<file path="src/rtl/fc_trigger_sequencer.sv">
`default_nettype none
// ============================================================================
// Module      : fc_trigger_sequencer
// Description : Merges prescaled trigger sources into one L1A stream, applies
//               deadtime and busy vetoes, builds the fast-control word with
//               BCR / L1A / link-reset / buffer-clear bits and emits its
//               Hamming(8,4)-encoded form plus accept/veto statistics.
// Revision    : 1.0 - initial release
// ============================================================================
module fc_trigger_sequencer #(
    parameter int NUM_SRC    = 4,
    parameter int PRESCALE_W = 16,
    parameter int ORBIT_W    = 12,
    parameter int VETO_W     = 12
) (
    input  logic                          clk_bx,
    input  logic                          reset,
    input  logic [NUM_SRC-1:0]            trig_in,
    input  logic [NUM_SRC-1:0]            src_enable,
    input  logic [NUM_SRC*PRESCALE_W-1:0] src_prescale,
    input  logic [ORBIT_W-1:0]            orb_length,
    input  logic [VETO_W-1:0]             l1a_veto_len,
    input  logic                          daq_busy,
    input  logic                          occ_busy,
    input  logic                          enable_veto_busy,
    input  logic                          send_link_reset,
    input  logic                          send_buffer_clear,
    input  logic                          counter_clear,
    output logic [7:0]                    fc_word,
    output logic [15:0]                   fc_stream_enc,
    output logic [ORBIT_W-1:0]            bx_counter,
    output logic [NUM_SRC-1:0]            l1a_src,
    output logic [31:0]                   accepted_count,
    output logic [15:0]                   vetoed_count
);

    // Hamming(8,4): {d3,d2,d1,d0,p3,p2,p1,p0}, p0 is overall parity
    function automatic logic [7:0] hamming84(input logic [3:0] d);
        logic p1;
        logic p2;
        logic p3;
        p1 = d[0] ^ d[1] ^ d[3];
        p2 = d[0] ^ d[2] ^ d[3];
        p3 = d[1] ^ d[2] ^ d[3];
        return {d, p3, p2, p1, ^{d, p3, p2, p1}};
    endfunction

    logic [NUM_SRC-1:0] w_pass;
    logic               w_cand;
    logic               w_veto;
    logic               w_accept;
    logic [VETO_W-1:0]  r_dt;
    logic               r_pend_lr;
    logic               r_pend_bc;
    logic               w_cmd_lr;
    logic               w_cmd_bc;
    logic [ORBIT_W-1:0] r_bx;
    logic               w_bx_wrap;
    logic [7:0]         r_fc_word;
    logic [NUM_SRC-1:0] r_l1a_src;
    logic [15:0]        r_fc_enc;
    logic [31:0]        r_acc;
    logic [15:0]        r_vet;

    // Per-source prescaler: counter reloads on a passing pulse, else counts down
    for (genvar i = 0; i < NUM_SRC; i++) begin : g_src
        logic [PRESCALE_W-1:0] r_pc;
        logic [PRESCALE_W-1:0] w_p;

        assign w_p       = src_prescale[i*PRESCALE_W +: PRESCALE_W];
        assign w_pass[i] = trig_in[i] && src_enable[i] && (r_pc == '0);

        // Disabled sources are held at zero so they pass on their first pulse
        always_ff @(posedge clk_bx) begin
            if (reset || !src_enable[i]) begin
                r_pc <= '0;
            end else if (trig_in[i]) begin
                r_pc <= (r_pc == '0) ? w_p : r_pc - PRESCALE_W'(1);
            end
        end
    end

    assign w_cand   = |w_pass;
    assign w_veto   = (r_dt != '0) || occ_busy || (daq_busy && enable_veto_busy);
    assign w_accept = w_cand && !w_veto;

    // Commands are emitted only in non-accept cycles; a new request merges into a pending one
    assign w_cmd_lr = !w_accept && (r_pend_lr || send_link_reset);
    assign w_cmd_bc = !w_accept && (r_pend_bc || send_buffer_clear);

    // Compare against orb_length-1 so lowering the orbit below the count still wraps
    assign w_bx_wrap = (orb_length <= ORBIT_W'(1)) || (r_bx >= orb_length - ORBIT_W'(1));

    // Deadtime counter: loads on accept, drains to zero otherwise
    always_ff @(posedge clk_bx) begin
        if (reset) begin
            r_dt <= '0;
        end else if (w_accept) begin
            r_dt <= l1a_veto_len;
        end else if (r_dt != '0) begin
            r_dt <= r_dt - VETO_W'(1);
        end
    end

    // Pending command flags survive accept cycles and clear once emitted
    always_ff @(posedge clk_bx) begin
        if (reset) begin
            r_pend_lr <= 1'b0;
            r_pend_bc <= 1'b0;
        end else begin
            r_pend_lr <= w_accept && (r_pend_lr || send_link_reset);
            r_pend_bc <= w_accept && (r_pend_bc || send_buffer_clear);
        end
    end

    // Bunch-crossing counter within the orbit
    always_ff @(posedge clk_bx) begin
        if (reset) begin
            r_bx <= '0;
        end else if (w_bx_wrap) begin
            r_bx <= '0;
        end else begin
            r_bx <= r_bx + ORBIT_W'(1);
        end
    end

    // Fast-control word and source map, then the encoded stream one cycle later
    always_ff @(posedge clk_bx) begin
        if (reset) begin
            r_fc_word <= 8'h00;
            r_l1a_src <= '0;
            r_fc_enc  <= 16'h0000;
        end else begin
            r_fc_word <= {4'b0000, w_cmd_bc, w_cmd_lr, w_accept, (r_bx == '0)};
            r_l1a_src <= w_accept ? w_pass : '0;
            r_fc_enc  <= {hamming84(r_fc_word[7:4]), hamming84(r_fc_word[3:0])};
        end
    end

    // Statistics: clear wins over increment; veto count saturates
    always_ff @(posedge clk_bx) begin
        if (reset || counter_clear) begin
            r_acc <= 32'd0;
            r_vet <= 16'd0;
        end else begin
            if (w_accept) begin
                r_acc <= r_acc + 32'd1;
            end
            if (w_cand && w_veto && (r_vet != 16'hFFFF)) begin
                r_vet <= r_vet + 16'd1;
            end
        end
    end

    assign fc_word        = r_fc_word;
    assign fc_stream_enc  = r_fc_enc;
    assign bx_counter     = r_bx;
    assign l1a_src        = r_l1a_src;
    assign accepted_count = r_acc;
    assign vetoed_count   = r_vet;

endmodule
`default_nettype wire

</file>
<file path="config.mk">
export PLATFORM = sky130hd
export DESIGN_NAME = fc_trigger_sequencer
export DESIGN_NICKNAME = d
export VERILOG_FILES = /design/src/rtl/fc_trigger_sequencer.sv
export SDC_FILE = /design/constraint.sdc
export NUM_CORES = 1
export LEC_CHECK = 0
export ABC_AREA = 1
export CELL_PAD_IN_SITES_DETAIL_PLACEMENT = 1
export CELL_PAD_IN_SITES_GLOBAL_PLACEMENT = 2
export CORE_MARGIN = 1.5
export CORE_UTILIZATION = 28
export CTS_CLUSTER_SIZE = 24
export DETAILED_ROUTE_END_ITERATION = 8
export PLACE_DENSITY = 0.87
export SLEW_MARGIN = 20
export SYNTH_ARGS = -nofsm -noshare
export SYNTH_HDL_FRONTEND = slang
export SYNTH_SLANG_ARGS = --single-unit
</file>
<file path="constraint.sdc">
create_clock -name clk_bx -period 3.4 [get_ports clk_bx]
set_input_delay 0.68 -clock clk_bx [delete_from_list [all_inputs] [get_ports clk_bx]]
set_output_delay 0.68 -clock clk_bx [all_outputs]
set_load 0.005 [all_outputs]
</file>
==> out/qor_table.md <==
| Parameter | Value |
|:---|:---|
| Data arrival at the endpoint of the critical path | 3230 ps |
| Number of flip-flops and latches in the synthesized netlist | 154 |
| Remaining global-route overflow | 0 |
| Worst hold margin | 473 ps |
| Number of clock buffers inserted by TritonCTS | 17 |
| Clk Tree Root Cell | sky130_fd_sc_hd__clkbuf_16 |
| Combined area of all synthesized cells | 0.00939 mm2 |
| Placed cell count | 1984 |
| Headroom to the max-slew limit | 0.493 |
| Fillcell total | 4158 |
| Number of antenna violations at the first check in global routing | 5 |
| Number of hold-slack violations in the final timing report | 0 |
| Number of sinks driven by the clock tree | 154 |
| Global-route usage over all layers | 0.181 |
| Fraction of registers with async set or reset after synthesis | 0 |
| # hold bufs at CTS | 0 |
| Core Region | 0.0328 mm2 |
| RD Place Congestion | 0.843 |
| Number of buffers added on ports | 179 |
| Post-DR wirelength/cell | 15.2 um |
| Worst-margin pin slew | 759 ps |
| Leading cell types in the layout, fill and taps excluded | sky130_fd_sc_hd__nand2_1 (321), sky130_fd_sc_hd__clkdlybuf4s50_1 (179), sky130_fd_sc_hd__nor2_1 (177), sky130_fd_sc_hd__dfxtp_1 (154), sky130_fd_sc_hd__inv_1 (129) |
| Largest voltage drop on the vdd net | 0.000376 V |
| Number of H-tree branching levels | 4 |
| IO Pins | 192 |
| Fraction of final layout cells with drive strength greater than 1 | 0.0623 |
| Via count of the first global-routing pass | 9730 |
| Class of the worst hold path | flip-flop to flip-flop |
| Floorplan die width | 186 um |
| Top_reg_cell synth | sky130_fd_sc_hd__dfxtp_1 |
| Clock insertion delay at the later pin of the skew report | 440 ps |
| Power density over cell area | 500 mW/mm2 |
| Clock Skews | 16.4 ps |
| Critical Path Source Type | primary input |
| First-pass iteration count of the detailed router | 5 |
| Layout Cells excl Fill | 2020 |
| Total power consumption of the routed design | 6.10 mW |
| DR vias/cell | 4.73 |
| CTS tree | built |
| Most common cell after layout, fill and taps aside | sky130_fd_sc_hd__nand2_1 |
| Result of the run | finished, final reports clean |
| Cell family contributing the most delay on the critical path | simple AND/OR/NAND/NOR gates |
| Initial DRC count | 317 |
| Final period util | 0.842 |
| Final number of setup-violating endpoints | 0 |
| Remaining number of nets flagged by the antenna check after routing | 0 |
| Final critical path time including I/O delays and setup | 2860 ps |
| Least setup slack across all paths after layout | 537 ps |
| Crit. End Element | flip-flop |
| Area added between synthesis and finish | 29.9% |
| Worst setup slack before clock tree synthesis | 49.4 ps |
| Setup TNS | 0 ps |
| Max-cap violations | 0 |
| Number of buffer and inverter instances along the worst setup path | 4 |
| Net count of the finished layout | 1688 |
| Maximum buffer depth of the clock tree | 2 |
| Clock transition at the registers of the reported paths | 70 ps |
| Number of design rule violations left after detail routing | 0 |
| Total leakage power | 4.79 nW |
| Yosys Warn Count | 0 |
| Number of distinct library cells after synthesis | 48 |
| Sequential element share of the synthesized area | 0.328 |
| Number of rows in the core area | 66 |
| Global Route met3 Usage | 0.0354 |
| Synthesized netlist cell count | 1388 |
| First-pass GRT wire length | 49.8 mm |
| GR Util met1 | 0.225 |
| Total area of multi-input combinational cells | 0.00553 mm2 |
| Overall via count from detail_route | 9559 |
| Worst setup path category | primary input to flip-flop |
| Post-CTS Setup Bufs | 0 |
| CP max stage cell | sky130_fd_sc_hd__clkdlybuf4s50_1 |
| Total wire length | 30.6 mm |
| Number of synthesized flops with an enable pin | 0 |
| Unrepaired setup endpoints after global routing | no |
| Required time of the worst setup path | 3770 ps |
| Max Fclk | 349 MHz |
| Largest net degree at the start of global routing | 48 |
| Flip-flop and latch area | 0.00308 mm2 |
| HPWL after detailed placement | 23.3 mm |
| Per-instance average area after synthesis | 6.77 um2 |
| Ordered cell list for the critical path | clkdlybuf4s50_1 -> inv_1 -> nand2_1 -> nor2_1 -> nand3b_1 -> nor2_1 -> nand2_1 -> nor3_1 -> xor2_1 -> inv_1 -> ha_1 -> a211o_1 -> a311oi_1 -> nand2_1 -> buf_4 -> nor2_1 |
| Effective utilization at floorplan | 0.287 |
| Height of the die | 186 um |
| Number of gates resized after CTS | 0 |
| Die footprint | 0.0347 mm2 |
| Largest fanout of any net on the critical path | 12 |
| Most Used Layer, Global Route | met2 |
| Peak per-stage delay on the critical path | 440 ps |
| Number of max-slew violations in the final report | 0 |
| Global Route met2 Usage | 0.319 |
synth_stat cells, types with 25 or more instances:
cell type	number	area, um2
sky130_fd_sc_hd__a21oi_1	128	641
sky130_fd_sc_hd__clkbuf_1	25	93.8
sky130_fd_sc_hd__dfxtp_1	154	3080
sky130_fd_sc_hd__inv_1	129	484
sky130_fd_sc_hd__nand2_1	321	1200
sky130_fd_sc_hd__nand3_1	59	295
sky130_fd_sc_hd__nand4_1	33	206
sky130_fd_sc_hd__nor2_1	177	664
sky130_fd_sc_hd__nor3_1	39	195
sky130_fd_sc_hd__o21ai_0	57	285
sky130_fd_sc_hd__xnor2_1	33	289
sky130_fd_sc_hd__xor2_1	54	473
registers in the layout, indices dropped and copies added, names as in the netlist:
name,count
r_pend_lr,1
g_src.r_pc,64
fc_word,4
l1a_src,4
r_pend_bc,1
bx_counter,12
accepted_count,32
r_dt,12
vetoed_count,16
fc_stream_enc,8
stage by stage:
step,util,cell area [um2]
2_1_floorplan,-,9430
3_3_place_gp,0.354,11600
3_5_place_dp,0.354,11600
4_1_cts,0.372,12200
5_1_grt,0.372,12200
6_report,0.372,12200
final cells by class:
cell class,instances,area share
multi-input cells,1054,0.453
well taps,442,0.0453
clock inverters,11,0.0121
repair buffers,196,0.157
clock buffers,20,0.0358
diodes,5,0.00103
flip-flops and latches,154,0.253
inverters,138,0.0429
final timing paths:
check	startpoint	to	slack, ps	depth (start not counted)
max reg2reg	g_src[3].r_pc[0]	g_src[3].r_pc[13]	1110	8
min reg2reg	r_pend_lr	r_pend_lr	470	2
max	orb_length[2]	bx_counter[2]	540	16
min	r_pend_lr	r_pend_lr	470	2
worst register-to-register path: stages, from the launching register on:
cell and delay (ps):
sky130_fd_sc_hd__dfxtp_1 330, sky130_fd_sc_hd__inv_1 90, sky130_fd_sc_hd__ha_1 240, sky130_fd_sc_hd__nand4_1 200, sky130_fd_sc_hd__nor2_1 220, sky130_fd_sc_hd__nand2_1 450
sky130_fd_sc_hd__or2_2 480, sky130_fd_sc_hd__nand3_1 90, sky130_fd_sc_hd__a21oi_1 60
report_power, final:
group / internal, mW / total (mW) / switching (mW)
logic: 0.764 / 2.07 / 1.30
registers: 1.95 / 2.08 / 0.133
clock network: 1.15 / 1.95 / 0.800
total: 3.86 / 6.10 / 2.24
kinds of logic after synthesis:
group	after synthesis	share of synthesized area
buffers and inverters	191	0.0875
xor gates and xnor gates	87	0.0811
adders and majority gates	23	0.0306
AOI/OAI and AO/OA	247	0.149
other	1	0.000399
and+or+nand+nor	685	0.323
DFF	154	0.328
routing by layer:
layer,vias to the layer above,part of all wire
met5,-,0
met4,0,0.010
met3,21,0.040
met2,158,0.49
met1,4487,0.46
li1,4893,-
No activity file was read; power rests on OpenSTA's default activity.
